### config.mk
export PLATFORM = sky130hd
export DESIGN_NAME = giga_mc_cu_flat
export DESIGN_NICKNAME = d
export VERILOG_FILES = /design/src/rtl/giga_mc_cu_if.sv /design/src/rtl/giga_mc_cu.sv /design/src/flat_wrapper.sv
export SDC_FILE = /design/constraint.sdc
export NUM_CORES = 1
export LEC_CHECK = 0
export BUFFER_PORTS_ARGS = -buffer_cell sky130_fd_sc_hd__buf_4
export CORE_UTILIZATION = 50
export DETAILED_ROUTE_END_ITERATION = 8
export PLACE_DENSITY = 0.79
export SLEW_MARGIN = 40
export SYNTH_ARGS = -nofsm -noshare
export SYNTH_HDL_FRONTEND = slang
export SYNTH_SLANG_ARGS = --single-unit
### constraint.sdc
create_clock -name clk -period 2.1 [get_ports clk]
set_input_delay 0.105 -clock clk [delete_from_list [all_inputs] [get_ports clk]]
set_output_delay 0.105 -clock clk [all_outputs]
set_load 0.05 [all_outputs]
### src/rtl/giga_mc_cu_if.sv
// Control-unit bundle: IR fields and memory handshake in, datapath/regfile/FPU strobes out.
interface giga_mc_cu_if;
    logic [5:0] opcode;
    logic [4:0] fmt;
    logic       mem_ready;
    logic       pc_write;
    logic       ir_write;
    logic       mem_read;
    logic       mem_write;
    logic       reg_write;
    logic       fp_reg_write;
    logic [1:0] alu_op;
    logic       alu_src;
    logic       reg_dst;
    logic       mem_to_reg;
    logic       branch;
    logic       jump;
    logic       link;
    logic       fp_start;
    logic [1:0] fp_control;
    logic       illegal;
    logic [2:0] state;

    modport master (
        input  opcode, fmt, mem_ready,
        output pc_write, ir_write, mem_read, mem_write, reg_write, fp_reg_write,
               alu_op, alu_src, reg_dst, mem_to_reg, branch, jump, link,
               fp_start, fp_control, illegal, state
    );

    modport slave (
        output opcode, fmt, mem_ready,
        input  pc_write, ir_write, mem_read, mem_write, reg_write, fp_reg_write,
               alu_op, alu_src, reg_dst, mem_to_reg, branch, jump, link,
               fp_start, fp_control, illegal, state
    );
endinterface

### src/rtl/giga_mc_cu.sv
// Multi-cycle control FSM for the mini-MIPS core: FETCH/DECODE/EXEC/MEM/WB plus a
// fixed-latency FPEXEC phase for COP1 arithmetic.
module giga_mc_cu #(
    parameter int FP_LAT = 4,
    parameter int CNT_W  = 4
) (
    input  logic clk,
    input  logic rst,
    giga_mc_cu_if.master bus
);
    typedef enum logic [2:0] {
        S_FETCH  = 3'd0,
        S_DECODE = 3'd1,
        S_EXEC   = 3'd2,
        S_MEM    = 3'd3,
        S_WB     = 3'd4,
        S_FPEXEC = 3'd5
    } state_t;

    typedef enum logic [3:0] {
        C_NONE, C_RTYPE, C_LW, C_SW, C_IADD, C_IOR, C_BRANCH, C_MFC1, C_MTC1, C_FPAR
    } cls_t;

    typedef struct packed {
        logic       pc_write;
        logic       ir_write;
        logic       mem_read;
        logic       mem_write;
        logic       reg_write;
        logic       fp_reg_write;
        logic [1:0] alu_op;
        logic       alu_src;
        logic       reg_dst;
        logic       mem_to_reg;
        logic       branch;
        logic       jump;
        logic       link;
        logic       fp_start;
        logic [1:0] fp_control;
        logic       illegal;
    } ctl_t;

    localparam logic [5:0] OP_RTYPE = 6'b000000;
    localparam logic [5:0] OP_J     = 6'b000010;
    localparam logic [5:0] OP_JAL   = 6'b000011;
    localparam logic [5:0] OP_BEQ   = 6'b000100;
    localparam logic [5:0] OP_BNE   = 6'b000101;
    localparam logic [5:0] OP_ADDI  = 6'b001000;
    localparam logic [5:0] OP_ADDIU = 6'b001001;
    localparam logic [5:0] OP_ORI   = 6'b001101;
    localparam logic [5:0] OP_LUI   = 6'b001111;
    localparam logic [5:0] OP_COP1  = 6'b010001;
    localparam logic [5:0] OP_LW    = 6'b100011;
    localparam logic [5:0] OP_SW    = 6'b101011;

    localparam logic [4:0] FMT_MFC1 = 5'b00000;
    localparam logic [4:0] FMT_MTC1 = 5'b00100;
    localparam logic [4:0] FMT_S    = 5'b10000;

    localparam logic [CNT_W-1:0] CNT_LOAD = CNT_W'(FP_LAT - 1);

    state_t           state_q, state_d;
    cls_t             cls_q, cls_d, dec_cls;
    logic [CNT_W-1:0] cnt_q, cnt_d;
    logic             dec_j, dec_jal;
    ctl_t             ctl, ctl_g;

    // Instruction classification; only consumed while in DECODE.
    always_comb begin
        dec_cls = C_NONE;
        dec_j   = 1'b0;
        dec_jal = 1'b0;
        case (bus.opcode)
            OP_RTYPE:                  dec_cls = C_RTYPE;
            OP_LW:                     dec_cls = C_LW;
            OP_SW:                     dec_cls = C_SW;
            OP_ADDI, OP_ADDIU, OP_LUI: dec_cls = C_IADD;
            OP_ORI:                    dec_cls = C_IOR;
            OP_BEQ, OP_BNE:            dec_cls = C_BRANCH;
            OP_J:                      dec_j   = 1'b1;
            OP_JAL:                    dec_jal = 1'b1;
            OP_COP1: begin
                case (bus.fmt)
                    FMT_MFC1: dec_cls = C_MFC1;
                    FMT_MTC1: dec_cls = C_MTC1;
                    FMT_S:    dec_cls = C_FPAR;
                    default:  dec_cls = C_NONE;
                endcase
            end
            default: dec_cls = C_NONE;
        endcase
    end

    // NOTE: sequential state uses non-blocking assignments so every register samples
    // pre-edge values; reset here is synchronous, checked inside the clocked block.
    always_ff @(posedge clk) begin
        if (rst) begin
            state_q <= S_FETCH;
            cls_q   <= C_NONE;
            cnt_q   <= '0;
        end else begin
            state_q <= state_d;
            cls_q   <= cls_d;
            cnt_q   <= cnt_d;
        end
    end

    // NOTE: every signal written below gets a default first so no path infers a latch.
    always_comb begin
        state_d = state_q;
        cls_d   = cls_q;
        cnt_d   = cnt_q;
        ctl     = '0;
        case (state_q)
            S_FETCH: begin
                ctl.mem_read = 1'b1;
                if (bus.mem_ready) begin
                    ctl.ir_write = 1'b1;
                    ctl.pc_write = 1'b1;
                    state_d      = S_DECODE;
                end
            end
            S_DECODE: begin
                cls_d = dec_cls;
                if (dec_j || dec_jal) begin
                    ctl.jump      = 1'b1;
                    ctl.link      = dec_jal;
                    ctl.reg_write = dec_jal;
                    state_d       = S_FETCH;
                end else begin
                    case (dec_cls)
                        C_NONE: begin
                            ctl.illegal = 1'b1;
                            state_d     = S_FETCH;
                        end
                        C_MFC1, C_MTC1: state_d = S_WB;
                        C_FPAR: begin
                            ctl.fp_start = 1'b1;
                            cnt_d        = CNT_LOAD;
                            state_d      = S_FPEXEC;
                        end
                        default: state_d = S_EXEC;
                    endcase
                end
            end
            S_EXEC: begin
                state_d = S_WB;
                case (cls_q)
                    C_RTYPE: begin
                        ctl.alu_op  = 2'b10;
                        ctl.reg_dst = 1'b1;
                    end
                    C_LW, C_SW: begin
                        ctl.alu_src = 1'b1;
                        state_d     = S_MEM;
                    end
                    C_IADD: ctl.alu_src = 1'b1;
                    C_IOR: begin
                        ctl.alu_op  = 2'b11;
                        ctl.alu_src = 1'b1;
                    end
                    C_BRANCH: begin
                        ctl.alu_op = 2'b01;
                        ctl.branch = 1'b1;
                        state_d    = S_FETCH;
                    end
                    default: state_d = S_FETCH;
                endcase
            end
            S_MEM: begin
                ctl.mem_read  = (cls_q == C_LW);
                ctl.mem_write = (cls_q == C_SW);
                if (cls_q != C_LW && cls_q != C_SW) begin
                    state_d = S_FETCH;
                end else if (bus.mem_ready) begin
                    state_d = (cls_q == C_LW) ? S_WB : S_FETCH;
                end
            end
            S_WB: begin
                state_d = S_FETCH;
                case (cls_q)
                    C_RTYPE: begin
                        ctl.reg_write = 1'b1;
                        ctl.reg_dst   = 1'b1;
                    end
                    C_IADD, C_IOR: begin
                        ctl.reg_write = 1'b1;
                        ctl.alu_src   = 1'b1;
                    end
                    C_LW: begin
                        ctl.reg_write  = 1'b1;
                        ctl.mem_to_reg = 1'b1;
                    end
                    C_MFC1: begin
                        ctl.reg_write  = 1'b1;
                        ctl.fp_control = 2'b01;
                    end
                    C_MTC1: begin
                        ctl.fp_reg_write = 1'b1;
                        ctl.fp_control   = 2'b10;
                    end
                    C_FPAR: begin
                        ctl.fp_reg_write = 1'b1;
                        ctl.fp_control   = 2'b11;
                    end
                    default: ctl = '0;
                endcase
            end
            S_FPEXEC: begin
                ctl.fp_control = 2'b11;
                if (cnt_q == '0) begin
                    state_d = S_WB;
                end else begin
                    cnt_d = cnt_q - 1'b1;
                end
            end
            default: state_d = S_FETCH;
        endcase
    end

    // Reset suppresses every strobe in the same cycle, so a pending write never escapes.
    assign ctl_g = rst ? '0 : ctl;

    assign bus.pc_write     = ctl_g.pc_write;
    assign bus.ir_write     = ctl_g.ir_write;
    assign bus.mem_read     = ctl_g.mem_read;
    assign bus.mem_write    = ctl_g.mem_write;
    assign bus.reg_write    = ctl_g.reg_write;
    assign bus.fp_reg_write = ctl_g.fp_reg_write;
    assign bus.alu_op       = ctl_g.alu_op;
    assign bus.alu_src      = ctl_g.alu_src;
    assign bus.reg_dst      = ctl_g.reg_dst;
    assign bus.mem_to_reg   = ctl_g.mem_to_reg;
    assign bus.branch       = ctl_g.branch;
    assign bus.jump         = ctl_g.jump;
    assign bus.link         = ctl_g.link;
    assign bus.fp_start     = ctl_g.fp_start;
    assign bus.fp_control   = ctl_g.fp_control;
    assign bus.illegal      = ctl_g.illegal;
    assign bus.state        = rst ? 3'd0 : state_q;
endmodule

### src/flat_wrapper.sv
// flat-port wrapper written by rule: the top's interface ports become plain ports
module giga_mc_cu_flat 
#(
    parameter int FP_LAT = 4,
    parameter int CNT_W  = 4
)
  (clk, rst, bus_opcode, bus_fmt, bus_mem_ready, bus_pc_write, bus_ir_write, bus_mem_read, bus_mem_write, bus_reg_write, bus_fp_reg_write, bus_alu_op, bus_alu_src, bus_reg_dst, bus_mem_to_reg, bus_branch, bus_jump, bus_link, bus_fp_start, bus_fp_control, bus_illegal, bus_state);
  giga_mc_cu_if bus_i ();
  input  logic clk;
  input  logic rst;
  input wire logic [$bits(bus_i.opcode)-1:0] bus_opcode;
  input wire logic [$bits(bus_i.fmt)-1:0] bus_fmt;
  input wire logic [$bits(bus_i.mem_ready)-1:0] bus_mem_ready;
  output wire logic [$bits(bus_i.pc_write)-1:0] bus_pc_write;
  output wire logic [$bits(bus_i.ir_write)-1:0] bus_ir_write;
  output wire logic [$bits(bus_i.mem_read)-1:0] bus_mem_read;
  output wire logic [$bits(bus_i.mem_write)-1:0] bus_mem_write;
  output wire logic [$bits(bus_i.reg_write)-1:0] bus_reg_write;
  output wire logic [$bits(bus_i.fp_reg_write)-1:0] bus_fp_reg_write;
  output wire logic [$bits(bus_i.alu_op)-1:0] bus_alu_op;
  output wire logic [$bits(bus_i.alu_src)-1:0] bus_alu_src;
  output wire logic [$bits(bus_i.reg_dst)-1:0] bus_reg_dst;
  output wire logic [$bits(bus_i.mem_to_reg)-1:0] bus_mem_to_reg;
  output wire logic [$bits(bus_i.branch)-1:0] bus_branch;
  output wire logic [$bits(bus_i.jump)-1:0] bus_jump;
  output wire logic [$bits(bus_i.link)-1:0] bus_link;
  output wire logic [$bits(bus_i.fp_start)-1:0] bus_fp_start;
  output wire logic [$bits(bus_i.fp_control)-1:0] bus_fp_control;
  output wire logic [$bits(bus_i.illegal)-1:0] bus_illegal;
  output wire logic [$bits(bus_i.state)-1:0] bus_state;
  assign bus_i.opcode = bus_opcode;
  assign bus_i.fmt = bus_fmt;
  assign bus_i.mem_ready = bus_mem_ready;
  assign bus_pc_write = bus_i.pc_write;
  assign bus_ir_write = bus_i.ir_write;
  assign bus_mem_read = bus_i.mem_read;
  assign bus_mem_write = bus_i.mem_write;
  assign bus_reg_write = bus_i.reg_write;
  assign bus_fp_reg_write = bus_i.fp_reg_write;
  assign bus_alu_op = bus_i.alu_op;
  assign bus_alu_src = bus_i.alu_src;
  assign bus_reg_dst = bus_i.reg_dst;
  assign bus_mem_to_reg = bus_i.mem_to_reg;
  assign bus_branch = bus_i.branch;
  assign bus_jump = bus_i.jump;
  assign bus_link = bus_i.link;
  assign bus_fp_start = bus_i.fp_start;
  assign bus_fp_control = bus_i.fp_control;
  assign bus_illegal = bus_i.illegal;
  assign bus_state = bus_i.state;
  giga_mc_cu #(.FP_LAT(FP_LAT), .CNT_W(CNT_W)) u_core (.clk(clk), .rst(rst), .bus(bus_i));
endmodule
==> results.toml <==
[run_status]
outcome = "finished, final reports clean"

[sta]
fin_tns_setup_ns = 0
worstMarginPinSlew_ns = 0.435
finalHoldViolCount = 0
timing.final.crit_period_ns = 2.02
finalCritPeriodShare = 0.960
final-setup-viol-count = 0
rsz0062_at_grt = "false"
max_slew_margin = 0.710
max_freq_mhz = 496
skew_ns = 0.00136
maxSlewViolCount = 0

[global_routing]
grt_pass1_wl_um = 4950
track_usage = 0.261
grt_max_degree = 16
grt-ovfl-total = 0
antenna_found_initial = 0
grt_pass1_vias = 1192

[min_path]
hold_depth = 2
hp-class = "input pin to flop"
hold_end = "u_core.cnt_q[0]"
hold_start = "rst"

[cts]
cts_buffer_depth = 2
ctsHoldBuffers = 0
insertion_delay_ns = 0.27
cts_tree = "yes"
htreeDepth = 1
cts_buffers = 3
clock_sinks = 11
clkSlewWorstSetupHoldPaths_ns = 0.07
root_buffer = "clkbuf_4"

[synthesis]
ys_types = 45
ys_warn_count = 0
avgSynthCellArea_um2 = 7.24
synth-compound-area-share = 0.245
synth_flop_cell = "dfxtp_1"
syn_inst = 149
ys_async_sr_fraction = 0
synth_adder_area_share = 0.0232
yosys.area_share.simple = 0.426
ys_seq_elements = 11
syn_area_mm2 = 0.00108
ys_seq_area_frac = 0.204
synth_top_family_by_area = "simple AND/OR/NAND/NOR gates"
muxShareOfSynthArea = 0.00928
synth_xor_area_frac = 0.0325
syn_nets = 165
synth_edf_count = 0

[floorplan]
fp.dieH_um = 48.4
die_area_mm2 = 0.00235
initial_utilization = 0.539
io_pins = 35
core_mm2 = 0.00200
num_rows = 16
die_x_um = 48.4

[power]
pwr-share-clk = 0.225
p_int_mw = 0.401
power_frac_comb = 0.411
swShare = 0.384
ir_worst_vdd_v = 0.000265
p_sw_mw = 0.250
seq_power_share = 0.364
p_leak_nw = 0.621
powerDensity_mw_per_mm2 = 432

[setup_path]
required_ns = 2.00
critical_path.cell_chain = "buf_4, or4_4, or4_4, a311oi_4, and2_2, buf_6"
critPathKind = "input pin to output port"
r2r_start = "u_core.state_q[1]"
crit_slowest_cell = "or4_4"
rr_worst_depth = 7
r2r-end = "u_core.cnt_q[0]"
crit_path_frequent_cell = "or4_4"
cp-end-kind = "output port"
crit_path_start_kind = "input pin"
critPathMaxFanout = 5
regToRegSetupSlack_ns = 0.40
crit_arrival_ns = 1.91
cpPeakStageDelay_ns = 0.54

[placed_design]
port_buffers = 34
place_congestion = 0.849
place_hpwl_um = 2350
placed_area_mm2 = 0.00144

[final_layout]
drive_gt1_frac = 0.349
n_fill_cell = 164
num_antenna_cells = 0
final_area_mm2 = 0.00151
layout_common_cells = "44 x buf_4, 15 x nor2_1, 10 x dfxtp_1, 9 x nand2_1, 9 x nor3_1"
final_common_cell = "buf_4"
final_nets = 206
areaGrowthSynthToFinish_pct = 39.7

[detailed_routing]
routed_wl_um = 3010
drtIter0Drc = 28
drc = 0
routed_via_density = 6.02
first_pass_iters = 4
dr_total_vias = 1300
drtAntennaViolNets = 0
wire_per_inst_um = 13.9

[flow_run]
maxCapViolCount = 0
==> registers in the layout, summed over array words and instances, names as in the netlist <==
name            flops
u_core.cls_q        4
u_core.state_q      3
u_core.cnt_q        4
==> final cells by class <==
type                            count  area, µm²  share of cell area
Clock buffer                        4       26.3              0.0174
Inverter                            7       26.3              0.0174
Multi-Input combinational cell    122        857               0.569
Tap cell                           27       33.8              0.0224
Sequential cell                    11        221               0.147
Timing Repair Buffer               45        342               0.227
==> worst max-delay path: cells and delay by family <==
| kind | cells | cell delay, ns |
|---|---|---|
| buffers and inverters | 2 | 0.26 |
| AO/OA/AOI/OAI | 1 | 0.25 |
| AND/OR/NAND/NOR | 3 | 1.28 |
==> cells by family after synthesis <==
kind of cell / count (synthesis)
AND/OR/NAND/NOR: 78
adder cells (fa/ha/maj): 2
AO/OA/AOI/OAI: 37
flip-flops: 11
buffers and inverters: 16
XOR/XNOR: 4
multiplexers: 1
==> worst max-delay path by stage <==
stage	cells after the start	slack, ns	start	to
floorplan	6	0.005	bus_opcode[5]	u_core.state_q[0]
global placement	6	0.06	bus_opcode[3]	bus_fp_start
detailed placement	6	0.04	bus_opcode[3]	bus_fp_start
CTS	6	0.04	bus_opcode[3]	bus_fp_start
global route	6	0.02	u_core.state_q[0]	bus_reg_write
finish	6	0.08	bus_opcode[3]	bus_fp_start
==> power groups by stage <==
stage | Combinational, mW | Clock, mW | Sequential [mW]
floorplan | 0.175 | 0 | 0.234
global placement | 0.251 | 0 | 0.241
detailed placement | 0.257 | 0 | 0.241
CTS | 0.259 | 0.149 | 0.236
global route | 0.288 | 0.156 | 0.239
finish | 0.268 | 0.146 | 0.237
==> synth_stat cells (all sizes together) (2+ instances only) <==
cell	number	share of area
nor4	4	0.023
nor3b	4	0.028
and3	2	0.012
clkbuf	7	0.024
buf	2	0.012
o22ai	2	0.012
or4	4	0.035
nor2b	3	0.017
nand3b	6	0.042
nand2	9	0.031
a32oi	2	0.016
a211oi	3	0.026
nand4b	3	0.024
and2	2	0.012
nor4bb	2	0.019
nand2b	7	0.041
o211ai	3	0.021
nand3	2	0.0093
xor2	4	0.032
o21ai	5	0.023
inv	7	0.024
a21oi	8	0.037
a31oi	2	0.012
nor3	11	0.051
dfxtp	11	0.20
nor2	15	0.052
ha	2	0.023
a21o	3	0.021
==> through the flow <==
step | util | hold WS, ns | cells | total power [mW] | setup WS [ns]
after floorplan | - | 0.291 | 149 | 0.408 | 0.00472
after global placement | 0.720 | 0.405 | 211 | 0.492 | 0.0583
after detailed placement | 0.720 | 0.410 | 211 | 0.498 | 0.0426
after CTS | 0.736 | 0.123 | 215 | 0.644 | 0.0394
after global routing | 0.753 | 0.140 | 216 | 0.683 | 0.0160
final | 0.753 | 0.133 | 216 | 0.651 | 0.0833
==> what timing repair did <==
item | 4_1_cts | 5_1_grt
endpoints found under the setup margin | 1 | 3
pin swaps | 0 | 1
resized for setup | 1 | 5
setup buffers | 0 | 1
gates cloned | 0 | 0
==> metal layers <==
metal,share of wire,vias up,global-route usage
met5,0,-,0
met4,0.0070,0,0.0784
met3,0.058,2,0.0409
met2,0.50,50,0.486
met1,0.43,607,0.305
li1,-,641,-
No activity file was read; power rests on OpenSTA's default activity.
